**src/rtl/axi_lite_pkg.sv**
```systemverilog
// Shared AXI-Lite response codes and FSM state encodings for the parametrised
// master and its timeout counter.
package axi_lite_pkg;

    localparam logic [1:0] RESP_OKAY    = 2'b00;
    localparam logic [1:0] RESP_EXOKAY  = 2'b01;
    localparam logic [1:0] RESP_SLVERR  = 2'b10;
    localparam logic [1:0] RESP_DECERR  = 2'b11;
    localparam logic [1:0] RESP_TIMEOUT = RESP_SLVERR;

    typedef enum logic [1:0] {W_IDLE, W_AD, W_RESP, W_DONE} wr_state_t;
    typedef enum logic [1:0] {R_IDLE, R_ADDR, R_DATA, R_DONE} rd_state_t;

endpackage

```
**src/rtl/axi_lite_timeout_ctr.sv**
```systemverilog
// Saturating no-progress counter; expired marks the TO_CYC-th consecutive
// waiting cycle so the owning FSM can abort at the end of that cycle.
module axi_lite_timeout_ctr #(
    parameter int TO_W   = 8,
    parameter int TO_CYC = 255
) (
    input  logic clk,
    input  logic rst_n,
    input  logic clr,
    input  logic en,
    output logic expired
);

    localparam logic [TO_W-1:0] LAST = (TO_CYC == 0) ? '0 : TO_W'(TO_CYC - 1);

    logic [TO_W-1:0] cnt;

    always_ff @(posedge clk or negedge rst_n) begin
        if (!rst_n) begin
            cnt <= '0;
        end else if (clr) begin
            cnt <= '0;
        end else if (en && cnt != '1) begin
            cnt <= cnt + 1'b1;
        end
    end

    assign expired = (TO_CYC != 0) && en && (cnt == LAST);

endmodule

```
**src/rtl/axi_lite_master_param.sv**
```systemverilog
// AXI4-Lite master: independent write and read FSMs turning simple command
// handshakes into AXI-Lite transactions with per-phase timeout recovery.
module axi_lite_master_param
    import axi_lite_pkg::*;
#(
    parameter int ADDR_W = 32,
    parameter int DATA_W = 32,
    parameter int TO_W   = 8,
    parameter int TO_CYC = 255
) (
    input  logic                  m_axi_aclock,
    input  logic                  m_axi_areset,
    input  logic                  wr_cmd_valid,
    output logic                  wr_cmd_ready,
    input  logic [ADDR_W-1:0]     wr_cmd_addr,
    input  logic [DATA_W-1:0]     wr_cmd_data,
    input  logic [DATA_W/8-1:0]   wr_cmd_strb,
    output logic                  wr_done,
    output logic [1:0]            wr_resp,
    output logic                  wr_timeout,
    input  logic                  rd_cmd_valid,
    output logic                  rd_cmd_ready,
    input  logic [ADDR_W-1:0]     rd_cmd_addr,
    output logic                  rd_done,
    output logic [DATA_W-1:0]     rd_data,
    output logic [1:0]            rd_resp,
    output logic                  rd_timeout,
    output logic [ADDR_W-1:0]     m_axi_awaddr,
    output logic                  m_axi_awvalid,
    input  logic                  m_axi_awready,
    output logic [DATA_W-1:0]     m_axi_wdata,
    output logic [DATA_W/8-1:0]   m_axi_wstrb,
    output logic                  m_axi_wvalid,
    input  logic                  m_axi_wready,
    input  logic [1:0]            m_axi_bresp,
    input  logic                  m_axi_bvalid,
    output logic                  m_axi_bready,
    output logic [ADDR_W-1:0]     m_axi_araddr,
    output logic                  m_axi_arvalid,
    input  logic                  m_axi_arready,
    input  logic [DATA_W-1:0]     m_axi_rdata,
    input  logic [1:0]            m_axi_rresp,
    input  logic                  m_axi_rvalid,
    output logic                  m_axi_rready
);

    wr_state_t  wr_state, wr_state_nxt;
    rd_state_t  rd_state, rd_state_nxt;
    logic       awvalid_nxt, wvalid_nxt, bready_nxt, wr_done_nxt, wr_timeout_nxt, wr_cmd_ready_nxt;
    logic       arvalid_nxt, rready_nxt, rd_done_nxt, rd_timeout_nxt, rd_cmd_ready_nxt;
    logic [1:0] wr_resp_nxt, rd_resp_nxt;
    logic       wr_accept, rd_accept, aw_hs, w_hs, b_hs, ar_hs, r_hs;
    logic       wr_wait, rd_wait, wr_clr, rd_clr, wr_expired, rd_expired;

    assign wr_accept = (wr_state == W_IDLE) && wr_cmd_valid && wr_cmd_ready;
    assign rd_accept = (rd_state == R_IDLE) && rd_cmd_valid && rd_cmd_ready;
    assign aw_hs     = m_axi_awvalid && m_axi_awready;
    assign w_hs      = m_axi_wvalid && m_axi_wready;
    assign b_hs      = m_axi_bready && m_axi_bvalid;
    assign ar_hs     = m_axi_arvalid && m_axi_arready;
    assign r_hs      = m_axi_rready && m_axi_rvalid;
    assign wr_wait   = (wr_state == W_AD) || (wr_state == W_RESP);
    assign rd_wait   = (rd_state == R_ADDR) || (rd_state == R_DATA);
    assign wr_clr    = !wr_wait || aw_hs || w_hs || b_hs;
    assign rd_clr    = !rd_wait || ar_hs || r_hs;

    axi_lite_timeout_ctr #(.TO_W(TO_W), .TO_CYC(TO_CYC)) u_wr_to (
        .clk(m_axi_aclock), .rst_n(m_axi_areset), .clr(wr_clr), .en(wr_wait), .expired(wr_expired)
    );

    axi_lite_timeout_ctr #(.TO_W(TO_W), .TO_CYC(TO_CYC)) u_rd_to (
        .clk(m_axi_aclock), .rst_n(m_axi_areset), .clr(rd_clr), .en(rd_wait), .expired(rd_expired)
    );

    // Outputs are registered from next-state values, so each pulse or valid
    // appears in the cycle its state is entered.
    always_comb begin
        wr_state_nxt   = wr_state;
        awvalid_nxt    = 1'b0;
        wvalid_nxt     = 1'b0;
        bready_nxt     = 1'b0;
        wr_done_nxt    = 1'b0;
        wr_resp_nxt    = wr_resp;
        wr_timeout_nxt = wr_timeout;
        case (wr_state)
            W_IDLE: begin
                if (wr_accept) begin
                    wr_state_nxt = W_AD;
                    awvalid_nxt  = 1'b1;
                    wvalid_nxt   = 1'b1;
                end
            end
            W_AD: begin
                awvalid_nxt = m_axi_awvalid && !m_axi_awready;
                wvalid_nxt  = m_axi_wvalid && !m_axi_wready;
                if (!awvalid_nxt && !wvalid_nxt) begin
                    wr_state_nxt = W_RESP;
                    bready_nxt   = 1'b1;
                end else if (wr_expired && !aw_hs && !w_hs) begin
                    awvalid_nxt    = 1'b0;
                    wvalid_nxt     = 1'b0;
                    wr_state_nxt   = W_DONE;
                    wr_done_nxt    = 1'b1;
                    wr_resp_nxt    = RESP_TIMEOUT;
                    wr_timeout_nxt = 1'b1;
                end
            end
            W_RESP: begin
                if (b_hs) begin
                    wr_state_nxt   = W_DONE;
                    wr_done_nxt    = 1'b1;
                    wr_resp_nxt    = m_axi_bresp;
                    wr_timeout_nxt = 1'b0;
                end else if (wr_expired) begin
                    wr_state_nxt   = W_DONE;
                    wr_done_nxt    = 1'b1;
                    wr_resp_nxt    = RESP_TIMEOUT;
                    wr_timeout_nxt = 1'b1;
                end else begin
                    bready_nxt = 1'b1;
                end
            end
            default: wr_state_nxt = W_IDLE;
        endcase
        wr_cmd_ready_nxt = (wr_state_nxt == W_IDLE);
    end

    always_comb begin
        rd_state_nxt   = rd_state;
        arvalid_nxt    = 1'b0;
        rready_nxt     = 1'b0;
        rd_done_nxt    = 1'b0;
        rd_resp_nxt    = rd_resp;
        rd_timeout_nxt = rd_timeout;
        case (rd_state)
            R_IDLE: begin
                if (rd_accept) begin
                    rd_state_nxt = R_ADDR;
                    arvalid_nxt  = 1'b1;
                end
            end
            R_ADDR: begin
                if (ar_hs) begin
                    rd_state_nxt = R_DATA;
                    rready_nxt   = 1'b1;
                end else if (rd_expired) begin
                    rd_state_nxt   = R_DONE;
                    rd_done_nxt    = 1'b1;
                    rd_resp_nxt    = RESP_TIMEOUT;
                    rd_timeout_nxt = 1'b1;
                end else begin
                    arvalid_nxt = 1'b1;
                end
            end
            R_DATA: begin
                if (r_hs) begin
                    rd_state_nxt   = R_DONE;
                    rd_done_nxt    = 1'b1;
                    rd_resp_nxt    = m_axi_rresp;
                    rd_timeout_nxt = 1'b0;
                end else if (rd_expired) begin
                    rd_state_nxt   = R_DONE;
                    rd_done_nxt    = 1'b1;
                    rd_resp_nxt    = RESP_TIMEOUT;
                    rd_timeout_nxt = 1'b1;
                end else begin
                    rready_nxt = 1'b1;
                end
            end
            default: rd_state_nxt = R_IDLE;
        endcase
        rd_cmd_ready_nxt = (rd_state_nxt == R_IDLE);
    end

    always_ff @(posedge m_axi_aclock or negedge m_axi_areset) begin
        if (!m_axi_areset) begin
            wr_state      <= W_IDLE;
            wr_cmd_ready  <= 1'b0;
            m_axi_awaddr  <= '0;
            m_axi_wdata   <= '0;
            m_axi_wstrb   <= '0;
            m_axi_awvalid <= 1'b0;
            m_axi_wvalid  <= 1'b0;
            m_axi_bready  <= 1'b0;
            wr_done       <= 1'b0;
            wr_resp       <= RESP_OKAY;
            wr_timeout    <= 1'b0;
        end else begin
            wr_state      <= wr_state_nxt;
            wr_cmd_ready  <= wr_cmd_ready_nxt;
            m_axi_awvalid <= awvalid_nxt;
            m_axi_wvalid  <= wvalid_nxt;
            m_axi_bready  <= bready_nxt;
            wr_done       <= wr_done_nxt;
            wr_resp       <= wr_resp_nxt;
            wr_timeout    <= wr_timeout_nxt;
            if (wr_accept) begin
                m_axi_awaddr <= wr_cmd_addr;
                m_axi_wdata  <= wr_cmd_data;
                m_axi_wstrb  <= wr_cmd_strb;
            end
        end
    end

    always_ff @(posedge m_axi_aclock or negedge m_axi_areset) begin
        if (!m_axi_areset) begin
            rd_state      <= R_IDLE;
            rd_cmd_ready  <= 1'b0;
            m_axi_araddr  <= '0;
            m_axi_arvalid <= 1'b0;
            m_axi_rready  <= 1'b0;
            rd_done       <= 1'b0;
            rd_data       <= '0;
            rd_resp       <= RESP_OKAY;
            rd_timeout    <= 1'b0;
        end else begin
            rd_state      <= rd_state_nxt;
            rd_cmd_ready  <= rd_cmd_ready_nxt;
            m_axi_arvalid <= arvalid_nxt;
            m_axi_rready  <= rready_nxt;
            rd_done       <= rd_done_nxt;
            rd_resp       <= rd_resp_nxt;
            rd_timeout    <= rd_timeout_nxt;
            if (rd_accept) begin
                m_axi_araddr <= rd_cmd_addr;
            end
            if (r_hs) begin
                rd_data <= m_axi_rdata;
            end
        end
    end

endmodule

```
**config.mk**
```make
export PLATFORM = sky130hd
export DESIGN_NAME = axi_lite_master_param
export DESIGN_NICKNAME = d
export VERILOG_FILES = /design/src/rtl/axi_lite_pkg.sv /design/src/rtl/axi_lite_timeout_ctr.sv /design/src/rtl/axi_lite_master_param.sv
export SDC_FILE = /design/constraint.sdc
export NUM_CORES = 1
export LEC_CHECK = 0
export ABC_AREA = 1
export CORE_AREA = 2 2 130 132
export DETAILED_ROUTE_END_ITERATION = 10
export DIE_AREA = 0 0 132 134
export MAX_ROUTING_LAYER = met4
export PLACE_DENSITY = 0.8
export SETUP_SLACK_MARGIN = 0.3
export SLEW_MARGIN = 20
export SYNTH_ARGS = -nofsm -noshare
export SYNTH_HDL_FRONTEND = slang
export SYNTH_SLANG_ARGS = --single-unit
```
**constraint.sdc**
```tcl
create_clock -name m_axi_aclock -period 2.2 [get_ports m_axi_aclock]
set_input_delay 0.44 -clock m_axi_aclock [delete_from_list [all_inputs] [get_ports m_axi_aclock]]
set_output_delay 0.44 -clock m_axi_aclock [all_outputs]
set_load 0.01 [all_outputs]
```
# ---- Word-level counts from Yosys, hierarchy flattened
# Index checks and enable logic that the tools add are counted.
dict set report word_totals {
  register_bits 167
  inputBits 145
  out_inout_bits 147
  wordCells 139
}
dict set report op_classes {
  addsub 2
  eq_ne 12
  n_mux 60
  n_reduce_logical 43
}
# cell count
set ops {}
lappend ops {{2-bit 2-to-1 mux} 16}
lappend ops {{8-bit 2-to-1 mux} 4}
lappend ops {{1-bit 2-to-1 mux} 27}
lappend ops {{1-bit logical AND} 18}
lappend ops {{1-bit case mux with 2 select lines} 9}
lappend ops {{8-bit by 1-bit adder with 8-bit output (second input constant)} 2}
lappend ops {{8-bit == test (second input constant)} 2}
lappend ops {{8-bit inequality test (second input constant)} 2}
lappend ops {{2-bit case mux with 3 select lines} 2}
lappend ops {{1-bit logical NOT} 8}
lappend ops {{2-bit logical NOT} 4}
lappend ops {{2-bit case mux with 2 select lines} 2}
lappend ops {{2-bit nonzero test} 4}
lappend ops {{1-bit logical OR} 7}
lappend ops {{2-bit by 1-bit == test with 1-bit output (second input constant)} 2}
lappend ops {{2-bit == test (second input constant)} 2}
lappend ops {{2-bit inequality test (second input constant)} 2}
lappend ops {{4-bit AND reduction} 1}
lappend ops {{3-bit inequality test (second input constant)} 1}
lappend ops {{2-bit by 1-bit inequality test with 1-bit output (second input constant)} 1}
lappend ops {{2-bit AND reduction} 1}

# ---- Depth between registers and ports, before layout
dict set report depth {
  ltp_word 9
  depth_mapped 11
  mapped_depth_nobuf 11
}

# ---- Hierarchy
# A second synthesis with hierarchy kept.
dict set report unflattened {
  cells_unflattened 627
  hier_area_um2 7011.7
}
# mod n_inst cells_each area_per_inst_um2 seq_area_each_um2
set modules_own_cells {}
lappend modules_own_cells {axi_lite_master_param 1 479 5970.7 3778.6}
lappend modules_own_cells {axi_lite_timeout_ctr 2 74 520.5 200.2}

# ---- Worst setup path after synthesis
# Ideal clock, no wire load.
dict set report synth_path {
  path_kind {reg-to-reg}
  start {register rd_state[1]}
  end {register rd_cmd_ready}
  setup_time_ps 117
  t_arrival_ps 1413
  t_required_ps 2083
  setup_slack_ps 670
  stages_incl_launch_ff 10
  n_path_buf 0
  period_less_slack_ps 1530
  cell_sequence {dfrtp_1 > inv_1 > ha_1 > nand2_1 > nor2_1 > nand3_2 > nand3_1 > nand2_2 > a21oi_4 > nor2_1}
}
dict set report synth_via {
  elab_chain_cells 7
  elab_cells_between_ends 13
  cone_classes {2 x eq/ne; 5 x mux; 6 x reduce/logical}
}
# item line
set synth_rtl {}
lappend synth_rtl {{start: declaration} axi_lite_master_param.sv:48} ;# rd_state_t rd_state, rd_state_nxt;
lappend synth_rtl {{start signal: assignment} axi_lite_master_param.sv:217} ;# rd_state <= rd_state_nxt;
lappend synth_rtl {{2-bit by 1-bit == test with 1-bit output or 2-bit == test (tied branches)} {axi_lite_master_param.sv:63, axi_lite_master_param.sv:135}}
lappend synth_rtl {{1-bit logical OR} axi_lite_master_param.sv:63} ;# assign rd_wait = (rd_state == R_ADDR) || (rd_state == R_DATA);
lappend synth_rtl {{1-bit logical AND} axi_lite_timeout_ctr.sv:28} ;# assign expired = (TO_CYC != 0) && en && (cnt == LAST);
lappend synth_rtl {{2-bit 2-to-1 mux} {axi_lite_master_param.sv:146, axi_lite_master_param.sv:161}}
lappend synth_rtl {{2-bit 2-to-1 mux (on tied branches)} {axi_lite_master_param.sv:156, axi_lite_master_param.sv:143}}
lappend synth_rtl {{2-bit case mux with 3 select lines (*)} axi_lite_master_param.sv:135} ;# case (rd_state)
lappend synth_rtl {{net rd_state_nxt[1]} axi_lite_master_param.sv:48}
lappend synth_rtl {{2-bit logical NOT (*)} axi_lite_master_param.sv:172} ;# rd_cmd_ready_nxt = (rd_state_nxt == R_IDLE);
lappend synth_rtl {{net rd_cmd_ready_nxt} axi_lite_master_param.sv:50} ;# logic arvalid_nxt, rready_nxt, rd_done_nxt, rd_timeout_nxt, rd_cmd_ready_nxt;
lappend synth_rtl {{end signal: assignment} axi_lite_master_param.sv:218} ;# rd_cmd_ready <= rd_cmd_ready_nxt;
lappend synth_rtl {{end: declaration} axi_lite_master_param.sv:22} ;# output logic rd_cmd_ready,
# Mark *: on every way through the listed nets, which the timed path passes. The rest lies on a longest branch.
# A chain may end at the register's enable or synchronous reset.

# ---- Worst setup path in the final report
dict set report layout_path {
  start {register m_axi_wvalid}
  end {output port m_axi_wvalid}
}
# item line
set layout_rtl {}
lappend layout_rtl {{start: declaration} axi_lite_master_param.sv:33} ;# output logic m_axi_wvalid,
lappend layout_rtl {{start signal: assignment} axi_lite_master_param.sv:192} ;# m_axi_wvalid <= wvalid_nxt;
# No word-level cell between the ends.

==> impl_metrics.csv <==
group,metric,value,unit
global_route,antenna_found_initial,0,
worst_setup_path,critPathMaxFanout,3,
worst_setup_path,cp_cell_sequence,"clkdlybuf4s50_1",
floorplanning,placementRows,47,
worst_setup_path,critPathKind,"reg2out",
floorplanning,chipHeight,134,microns
timing,final.setup.tns,0,ns
clock_network,path_clk_slew,0.06,ns
synthesis,ys_types,41,
layout,antenna_cells,0,
worst_setup_path,worstSetupStartpointType,"register",
synthesis,ys_seq_elements,167,
timing,rsz0062_at_grt,"false",
global_route,first_global_vias,5610,
power_and_ir_drop,p_int,10.3,mW
power_and_ir_drop,p_comb_share,44.2,%
synthesis,synth.net_count,732,
synthesis,yosysWarnings,0,
layout,area_growth,55.9,%
layout,final_area,0.0108,sq mm
hold_path,hold_path.class,"reg2reg",
layout,layout_commonest_cell,"clkdlybuf4s50_1",
worst_setup_path,cpLargestDelayFamily,"buffers and inverters",
floorplanning,io_pins,292,
worst_setup_path,crit_start,"m_axi_wvalid",
worst_setup_path,cp_slowest_cell,"clkdlybuf4s50_1",
floorplanning,die_w,132,microns
place,dp_hpwl,12.7,mm
timing,worst_pin_slew,0.398,ns
layout,final_util,66.1,%
synthesis,async_flop_share,100,%
power_and_ir_drop,switchingPower,4.82,mW
global_route,gr-total-overflow,0,
worst_setup_path,crit_buf_inv,1,
timing,fin_skew,0.0117,ns
clock_network,root_buffer,"clkbuf_16",
timing,fmax,0.556,GHz
global_route,grt_pass1_wl,27.6,mm
global_route,grt_max_degree,58,
worst_setup_path,critPathMaxStageDelay,0.57,ns
detailed_routing,drtIter0Drc,215,
layout,final_cells,1112,
detailed_routing,drc,0,
synthesis,netlist_top_cells_area,"dfrtp_1 (60%), mux2_2 (10%), nand2_1 (7.6%), mux2_1 (6.0%), ha_1 (2.2%)",
power_and_ir_drop,irDropWorstVdd,0.741,mV
clock_network,post-cts-setup-buffers,0,
timing,period_needed,1.80,ns
timing,setup_violations,0,
clock_network,clockBufferDepth,2,
detailed_routing,ant_nets,0,
floorplanning,core-area,0.0163,sq mm
timing,relSlewSlack,73.5,%
place,place_inst,1080,
detailed_routing,wirelength,17.0,mm
worst_setup_path,crit_arrival,1.36,ns
floorplanning,start_util,42.4,%
synthesis,yosysTopAreaCellShare,60.5,%
run_status,status,"completed",
power_and_ir_drop,total_power,15.1,mW
detailed_routing,drt-wirelength-per-cell,15.3,microns
worst_setup_path,cp.required,1.76,ns
clock_network,cts-buffers-inserted,17,
global_route,grt_util_all_layers,20.3,%
detailed_routing,via_per_inst,4.70,
timing,fin_crit_sh,81.8,%
detailed_routing,vias,5223,
synthesis,synth-edff-count,0,
power_and_ir_drop,power_leakage,4.77,nW
clock_network,clk_latency,0.42,ns
timing,whs,0.477,ns
detailed_routing,drtPass1Iterations,4,
hold_path,min_from,"rd_data[7]",
place,portBuffers,291,
synthesis,synth_flop_cell,"dfrtp_1",
job,drv_cap,0,
floorplanning,die-area,0.0177,sq mm
synthesis,ys_seq_area_share,60.5,%
timing,maxSlewViolCount,0,
power_and_ir_drop,switching_share,31.9,%
layout,drive_above_1_share,15.5,%
layout,multiInputGateArea,0.00253,sq mm
place,placed_area,0.0101,sq mm
clock_network,cts_tree,"yes",
synthesis,synth_top_cell_by_area,"dfrtp_1",
clock_network,clock_sinks,167,
power_and_ir_drop,clockPowerShare,20.4,%
synthesis,syn_inst,575,
clock_network,cts-htree-levels,4,
layout,final_nets,1037,
synthesis,syn_area_per_cell,12.0,sq um
timing,final_hold_viol_count,0,
synthesis,synth_area,0.00691,sq mm
timing,setup_ws,0.401,ns
place,dp_slack,0.349,ns
layout,seqCellArea,0.00418,sq mm
layout,nFillCells,1247,
layout,mostFrequentLayoutCells,"clkdlybuf4s50_1 (290), dfrtp_1 (167), nand2_1 (139)",
worst_setup_path,r2r_start,"rd_state[1]",
power_and_ir_drop,pwr_density_cell,1410,mW/mm^2
power_and_ir_drop,seq_power_share,35.4,%
place,place.gp.congestion,0.824,
worst_setup_path,endpoint_kind,"primary output",
## Yosys cell counts (8+ instances only)
master	number
dfrtp_1	167
mux2_1	37
inv_1	30
buf_2	10
nand2_1	139
ha_1	12
mux2_2	63
a21oi_1	8
nand3_1	13
nor2_1	16
## cell families after synthesis
group           after synthesis  synth area share [%]
compound gates               35                  3.59
xor+xnor                      7                 0.888
fa+ha+maj                    12                  2.17
buf+inv                      51                  2.95
flops                       167                  60.5
mux                         100                  16.3
simple gates                203                  13.6
## metal layers
layer | vias to the layer above | global-route usage (%) | wire length (microns)
met4 | 0 | 8.70 | 437
met2 | 179 | 34.1 | 8650
met5 | - | - | 0
met1 | 2513 | 23.9 | 7160
met3 | 29 | 4.08 | 765
li1 | 2502 | - | -
## registers in the layout, indices dropped and copies added (netlist names), 2 cells and up
register	cells
m_axi_wdata	32
u_rd_to.cnt	8
m_axi_wstrb	4
rd_state	2
rd_data	32
wr_resp	2
rd_resp	2
wr_state	2
u_wr_to.cnt	8
m_axi_awaddr	32
m_axi_araddr	32
## worst paths after layout
| path | to | slack, ns | cells past startpoint |
|---|---|---|---|
| worst max-delay path | m_axi_wvalid | 0.40 | 1 |
| min in group asynchronous | rd_data[20] | 0.54 | 2 |
| worst min-delay path | rd_data[7] | 0.48 | 2 |
| max in group asynchronous | m_axi_araddr[7] | 1.01 | 3 |
| worst max register to register | rd_cmd_ready | 0.45 | 9 |
| worst min register to register | rd_data[7] | 0.48 | 2 |
## power by group through the flow
| stage | registers [mW] | clock network (mW) | logic (mW) |
|---|---|---|---|
| finish | 5.36 | 3.09 | 6.69 |
| global route | 5.55 | 3.30 | 7.20 |
| CTS | 5.37 | 3.17 | 6.78 |
| detailed placement | 5.40 | 0 | 6.74 |
| global placement | 5.33 | 0 | 6.60 |
| floorplan | 5.94 | 0 | 2.48 |
## timing repair
| action | 4_1_cts | 5_1_grt |
|---|---|---|
| hold endpoints to repair | 36 | 0 |
| hold buffers | 1 | 0 |
| endpoints found under the setup margin | 0 | 3 |
| gates resized for setup | 0 | 1 |
## final cells by class
class,count,share of cell area (%)
multi-input cells,357,23.5
clock inverters,8,1.37
flip-flops and latches,167,38.8
inverters,35,1.22
clock buffers,23,4.25
repair buffers,302,28.3
well taps,220,2.56
Power figures use the tool's default switching activity.
